--- src/rtl/regfile_2r1w_if.sv ---
// regfile_2r1w_if: address/data bundle between decode/write-back (master) and the register file (slave)
interface regfile_2r1w_if #(
   parameter int WIDTH  = 32,
   parameter int ADDR_W = 5
);
   logic [ADDR_W-1:0] ReadRegister1;
   logic [ADDR_W-1:0] ReadRegister2;
   logic [ADDR_W-1:0] WriteRegister;
   logic [WIDTH-1:0]  WriteData;
   logic              RegWrite;
   logic [WIDTH-1:0]  ReadData1;
   logic [WIDTH-1:0]  ReadData2;
   modport master (
      output ReadRegister1, ReadRegister2, WriteRegister, WriteData, RegWrite,
      input  ReadData1, ReadData2
   );
   modport slave (
      input  ReadRegister1, ReadRegister2, WriteRegister, WriteData, RegWrite,
      output ReadData1, ReadData2
   );
endinterface

--- src/rtl/regfile_2r1w.sv ---
// regfile_2r1w: 2-read/1-write register file, r0 hardwired to zero, optional write-to-read bypass
module regfile_2r1w #(
   parameter int WIDTH  = 32,
   parameter int ADDR_W = 5,
   parameter int BYPASS = 1
) (
   input logic             clk,
   input logic             reset,
   regfile_2r1w_if.slave   bus
);
   localparam int DEPTH = 2 ** ADDR_W;
   logic [WIDTH-1:0] mem [DEPTH];
   logic [DEPTH-1:0] we;
   logic             hit1, hit2;
   // word 0 is never enabled, so after reset it stays at zero
   always_comb we = (bus.RegWrite && bus.WriteRegister != '0) ? DEPTH'(1) << bus.WriteRegister : '0;
   always_ff @(posedge clk)
      for (int i = 0; i < DEPTH; i++)
         if (reset) mem[i] <= '0;
         else if (we[i]) mem[i] <= bus.WriteData;
   always_comb begin
      hit1 = BYPASS != 0 && !reset && we != '0 && bus.ReadRegister1 == bus.WriteRegister;
      hit2 = BYPASS != 0 && !reset && we != '0 && bus.ReadRegister2 == bus.WriteRegister;
      bus.ReadData1 = bus.ReadRegister1 == '0 ? '0 : hit1 ? bus.WriteData : mem[bus.ReadRegister1];
      bus.ReadData2 = bus.ReadRegister2 == '0 ? '0 : hit2 ? bus.WriteData : mem[bus.ReadRegister2];
   end
endmodule
--- src/flat_wrapper.sv ---
// flat-port wrapper written by rule: the top's interface ports become plain ports
module regfile_2r1w_flat 
#(
   parameter int WIDTH  = 32,
   parameter int ADDR_W = 5,
   parameter int BYPASS = 1
)
  (clk, reset, bus_ReadRegister1, bus_ReadRegister2, bus_WriteRegister, bus_WriteData, bus_RegWrite, bus_ReadData1, bus_ReadData2);
  regfile_2r1w_if #(.WIDTH(WIDTH), .ADDR_W(ADDR_W)) bus_i ();
  input logic clk;
  input logic reset;
  input wire logic [$bits(bus_i.ReadRegister1)-1:0] bus_ReadRegister1;
  input wire logic [$bits(bus_i.ReadRegister2)-1:0] bus_ReadRegister2;
  input wire logic [$bits(bus_i.WriteRegister)-1:0] bus_WriteRegister;
  input wire logic [$bits(bus_i.WriteData)-1:0] bus_WriteData;
  input wire logic [$bits(bus_i.RegWrite)-1:0] bus_RegWrite;
  output wire logic [$bits(bus_i.ReadData1)-1:0] bus_ReadData1;
  output wire logic [$bits(bus_i.ReadData2)-1:0] bus_ReadData2;
  assign bus_i.ReadRegister1 = bus_ReadRegister1;
  assign bus_i.ReadRegister2 = bus_ReadRegister2;
  assign bus_i.WriteRegister = bus_WriteRegister;
  assign bus_i.WriteData = bus_WriteData;
  assign bus_i.RegWrite = bus_RegWrite;
  assign bus_ReadData1 = bus_i.ReadData1;
  assign bus_ReadData2 = bus_i.ReadData2;
  regfile_2r1w #(.WIDTH(WIDTH), .ADDR_W(ADDR_W), .BYPASS(BYPASS)) u_core (.clk(clk), .reset(reset), .bus(bus_i));
endmodule
--- config.mk ---
export PLATFORM = sky130hd
export DESIGN_NAME = regfile_2r1w_flat
export DESIGN_NICKNAME = d
export VERILOG_FILES = /design/src/rtl/regfile_2r1w_if.sv /design/src/rtl/regfile_2r1w.sv /design/src/flat_wrapper.sv
export SDC_FILE = /design/constraint.sdc
export NUM_CORES = 2
export LEC_CHECK = 0
export CAP_MARGIN = 0
export CORE_UTILIZATION = 42
export DETAILED_ROUTE_END_ITERATION = 8
export GPL_ROUTABILITY_DRIVEN = 1
export HOLD_SLACK_MARGIN = 0.1
export SLEW_MARGIN = 15
export SYNTH_ARGS = -nofsm -noshare
export SYNTH_HDL_FRONTEND = slang
export SYNTH_SLANG_ARGS = --single-unit
--- constraint.sdc ---
create_clock -name clk -period 5.3 [get_ports clk]
set_clock_uncertainty 0.05 [all_clocks]
set_input_delay 1.325 -clock clk [delete_from_list [all_inputs] [get_ports clk]]
set_output_delay 1.325 -clock clk [all_outputs]
set_load 0.1 [all_outputs]
## Word level (Yosys, flattened, before mapping)

Memories as Yosys holds them, arrays and structs flattened.
Index checks and enable logic that the tools add are counted.

- Bits in registers: 0
- Bits in writable memories: 1024
- Memories: 1

Memories:

| name | depth | bits a word | rd ports | clocked after memory_dff | wr ports | line | text |
|---|---|---|---|---|---|---|---|
| u_core.mem | 32 | 32 | 2 | 0 | 32 | regfile_2r1w.sv:12 | `logic [WIDTH-1:0] mem [DEPTH];` |

- Equality and inequality tests: 2
- Shift-type cells: 1
- Mux-type cells: 135
- Bitwise operators: 32
- Reduce and logical (&&, ||, !) cells: 9

Operators by type and width:

| operator | number |
|---|---|
| $mux 32 | 37 |
| $mux 1 | 98 |
| $or 1x1->1 | 32 |
| $reduce_bool 32->1 | 1 |
| $shl 1x5->32 const A | 1 |
| $eq 5x5->1 | 2 |
| $logic_not 5->1 | 2 |
| $reduce_bool 5->1 | 1 |
| $logic_and 1x1->1 | 4 |
| $logic_not 1->1 | 1 |

## Longest topological paths before layout

- Word-level depth: 8
- Gate-level depth with buffers: 9
- Gate-level depth less buffers: 5

## Worst setup path after synthesis

OpenSTA, ideal clock, no wires.

- Kind: input to output
- From: input bus_WriteRegister[1]
- To: output bus_ReadData2[31]
- Arrival: 4.723 ns
- Path slack: -0.798 ns
- Stages on the path: 6
- Buffers on the path: 2
- Cell sequence: buf_2 or3_1 buf_2 o31ai_4 o31ai_2 o32ai_1

- Cells in the longest elaborated chain, start to end: 8
- Elaborated cells between the ends (all ways): 10

Ends and longest elaborated chain:

| what | line | text |
|---|---|---|
| from (decl) | flat_wrapper.sv:14 | `input wire logic [$bits(bus_i.WriteRegister)-1:0] bus_WriteRegister;` |
| $reduce_bool 5->1 | regfile_2r1w.sv:16 | `always_comb we = (bus.RegWrite && bus.WriteRegister != '0) ? DEPTH'(1) << bus.WriteRegister : '0;` |
| $logic_and 1x1->1 | regfile_2r1w.sv:16 |  |
| $mux 32 | regfile_2r1w.sv:16 |  |
| $reduce_bool 32->1 | regfile_2r1w.sv:23 | `hit2 = BYPASS != 0 && !reset && we != '0 && bus.ReadRegister2 == bus.WriteRegister;` |
| $logic_and 1x1->1 | regfile_2r1w.sv:23 |  |
| $logic_and 1x1->1 (*) | regfile_2r1w.sv:23 |  |
| $mux 32 (*) (2 in a row) | regfile_2r1w.sv:25 | `bus.ReadData2 = bus.ReadRegister2 == '0 ? '0 : hit2 ? bus.WriteData : mem[bus.ReadRegister2];` |
| to (decl) | flat_wrapper.sv:18 | `output wire logic [$bits(bus_i.ReadData2)-1:0] bus_ReadData2;` |

Mark *: on every way between the ends. The rest lies on a longest branch, timed or not.

## Worst setup path after layout

- From: input bus_ReadRegister2[2]
- To: output bus_ReadData2[10]

- Cells in the longest elaborated chain, start to end: 4
- Elaborated cells between the ends (all ways): 6

Ends and longest elaborated chain:

| what | line | text |
|---|---|---|
| from (decl) | flat_wrapper.sv:13 | `input wire logic [$bits(bus_i.ReadRegister2)-1:0] bus_ReadRegister2;` |
| branches (longest 3 deep; another with $mem_v2 32x32) | n/a |  |
| $mux 32 (*) | regfile_2r1w.sv:25 |  |

Mark *: on every way between the ends.

==> run summary <==
global route overflow: 0
Synth warnings: 0
Crit path max-delay family: buffers and inverters
htree depth: 3
total area of sequential cells: 30700 sq um
Chip Width: 365 microns
Synth top area share: 55.4%
Post-Route WL: 207000 microns
Critical Path AT: 3.92 ns
Max-Cap Viols: 0
Post-synth top cells: and2_1 (1025), edfxtp_1 (1024), mux4_2 (431)
Post-Syn Area per Cell: 14.7 sq um
crit path capture type: output pin
Clock Tree Root: clkbuf_16
CP max stage cell: o31ai_4
core box area: 131000 sq um
Post-synth EDFFs: 1024
Post-synth ARST share: 0%
LEAKAGE: 22.7 nW
Largest register FFs: 1024
largest stage delay on the critical path: 0.69 ns
Synth Cell Area: 55500 sq um
initial antenna violation count: 25
most frequent CP cell: buf_12
Largest Register: u_core.mem
peak supply drop: 0.283 mV
Post-Synthesis Cells: 3787
DP Area: 61800 sq um
Crit path required time: 3.92 ns
share of cells above drive strength 1: 27.5%
Fillers: 10918
clk sinks: 1024
Boundary Pins: 114
Tightest Hold Check Type: primary input to flip-flop
DRC errors left: 4
Worst-Margin Slew: 1.25 ns
die span in y: 365 microns
post-synth top area cell: edfxtp_1
largest net degree at the start of global routing: 43
PnR Total Power: 0.0208 W
Achievable Freq: 189 MHz
first-pass GRT wire length: 285000 microns
RSZ-0062 raised after global routing: no
vias in the first global route: 36492
Placement Rows: 133
synth top area cells: edfxtp_1 (55%), mux4_2 (17%), and2_1 (12%), mux2i_1 (3.6%), clkbuf_1 (1.9%)
Die ar.: 134000 sq um
Worst setup SP type: primary input
Area growth, synth to finish: 17.6%
Slew HR: 16.3%
post-route cell area: 65200 sq um
crit-path max FO: 10
DP HPWL: 130000 microns
clock-pin slew on the worst setup and hold paths: 0.06 ns
Max Buffers Root-to-Sink: 3
post-route ant nets: 0
status: finished, violations left
initial core utilization: 42.3%
failing checks: DRC
TritonCTS clock tree: yes
Tcrit/Tclk final: 99.9%
drt via density: 6.47
dominant synthesized flop cell: edfxtp_1
Tmin final: 5.30 ns
Iter 0 DRT Violations: 5680
pwr dens: 319 nW/um^2
#FFs+latches synth: 1024
final hold viol count: 0
input/output buffers: 113
Slew Viols, Final: 0
number of distinct library cells after synthesis: 47
top flop regs: u_core.mem (1024)
# nets final: 4010
Seq/Total Area, Yosys: 55.4%
CP bufs+invs: 5
most common cell in the netlist: and2_1
Hold WS: 1.26 ns
GRT Resource Usage Total: 30.8%
CTS buffer count: 111
area of the multi-input gates: 23600 sq um
Crit Path Category: primary input to output pin
mean routed wirelength per cell: 35.6 microns
Setup violations, final: 0
DRT Pass-1 Iters: 8
via count: 37579
placer congestion estimate: 0.911
CP Cell Sequence: clkdlybuf4s50_1 -> buf_4 -> xnor2_1 -> nand2_1 -> o31ai_4 -> buf_8 -> buf_12 -> o32ai_2 -> buf_12
post-CTS setup buffer count: 0
## power breakdown
part / internal (W) / leakage [nW] / switching (W)
logic: 0.00144 / 11.2 / 0.00222
registers: 0.00938 / 9.77 / 0.000226
clock network: 0.00424 / 1.69 / 0.00330
## timing repair
item | CTS | global route
resized for setup | 0 | 1
hold buffers | 0 | 0
endpoints found under the setup margin | 0 | 3
## final timing paths
path                                end            startpoint  cells past startpoint
worst max-delay path  bus_ReadData2[10]  bus_ReadRegister2[2]                      9
worst min-delay path  u_core.mem[0][25]                 reset                      2
## metal layers
| layer | global-route usage, % | up-vias | wire length, microns |
|---|---|---|---|
| met5 | 0.617 | - | 179 |
| met4 | 13.3 | 10 | 9520 |
| met3 | 7.88 | 514 | 24900 |
| met2 | 46.4 | 2672 | 92100 |
| met1 | 42.3 | 19471 | 80000 |
| li1 | - | 14912 | - |
## placed cells by master (no fill, tap or decap), drive strengths merged, types with 7 or more instances in the layout
master	instances
nor2	37
clkdlybuf4s50	40
conb	32
a311o	31
a22oi	77
a211oi	63
a21oi	37
clkbuf	136
o32ai	31
nor3	32
a32o	32
or3	7
and2	1025
nand2	107
bufinv	7
nor2b	38
edfxtp	1024
a31oi	30
buf	411
o21bai	31
clkinv	56
mux2i	197
o22ai	87
mux4	431
xnor2	9
## area by class of cell
cell class | instances | area share, %
clock inverters | 65 | 0.748
clock buffers | 136 | 4.50
diodes | 5 | 0.0192
inverters | 1 | 0.00767
multi-input cells | 2371 | 36.1
flip-flops and latches | 1024 | 47.1
well taps | 1755 | 3.37
repair buffers | 451 | 8.13
## kinds of logic (layout without fill, tap and decap cells)
family	Yosys count	in the layout	share of synthesized area, %
AO/OA/AOI/OAI	430	430	6.19
XOR/XNOR	10	10	0.158
buffers and inverters	423	653	3.53
flip-flops	1024	1024	55.4
multiplexers	631	631	21.1
other	1	37	0.00676
AND/OR/NAND/NOR	1268	1268	13.6
## through the flow
stage	instances	worst slack [ns]	utilization (%)	setup TNS, ns
after global placement	5601	-0.294	47.1	-8.09
after floorplan	3818	0.0578	-	0
after detailed placement	5602	0.0744	47.1	0
final	5808	0.00282	49.7	0
after CTS	5803	0.0492	49.7	0
after global routing	5803	0.00688	49.7	0
No activity file was read; power rests on OpenSTA's default activity.
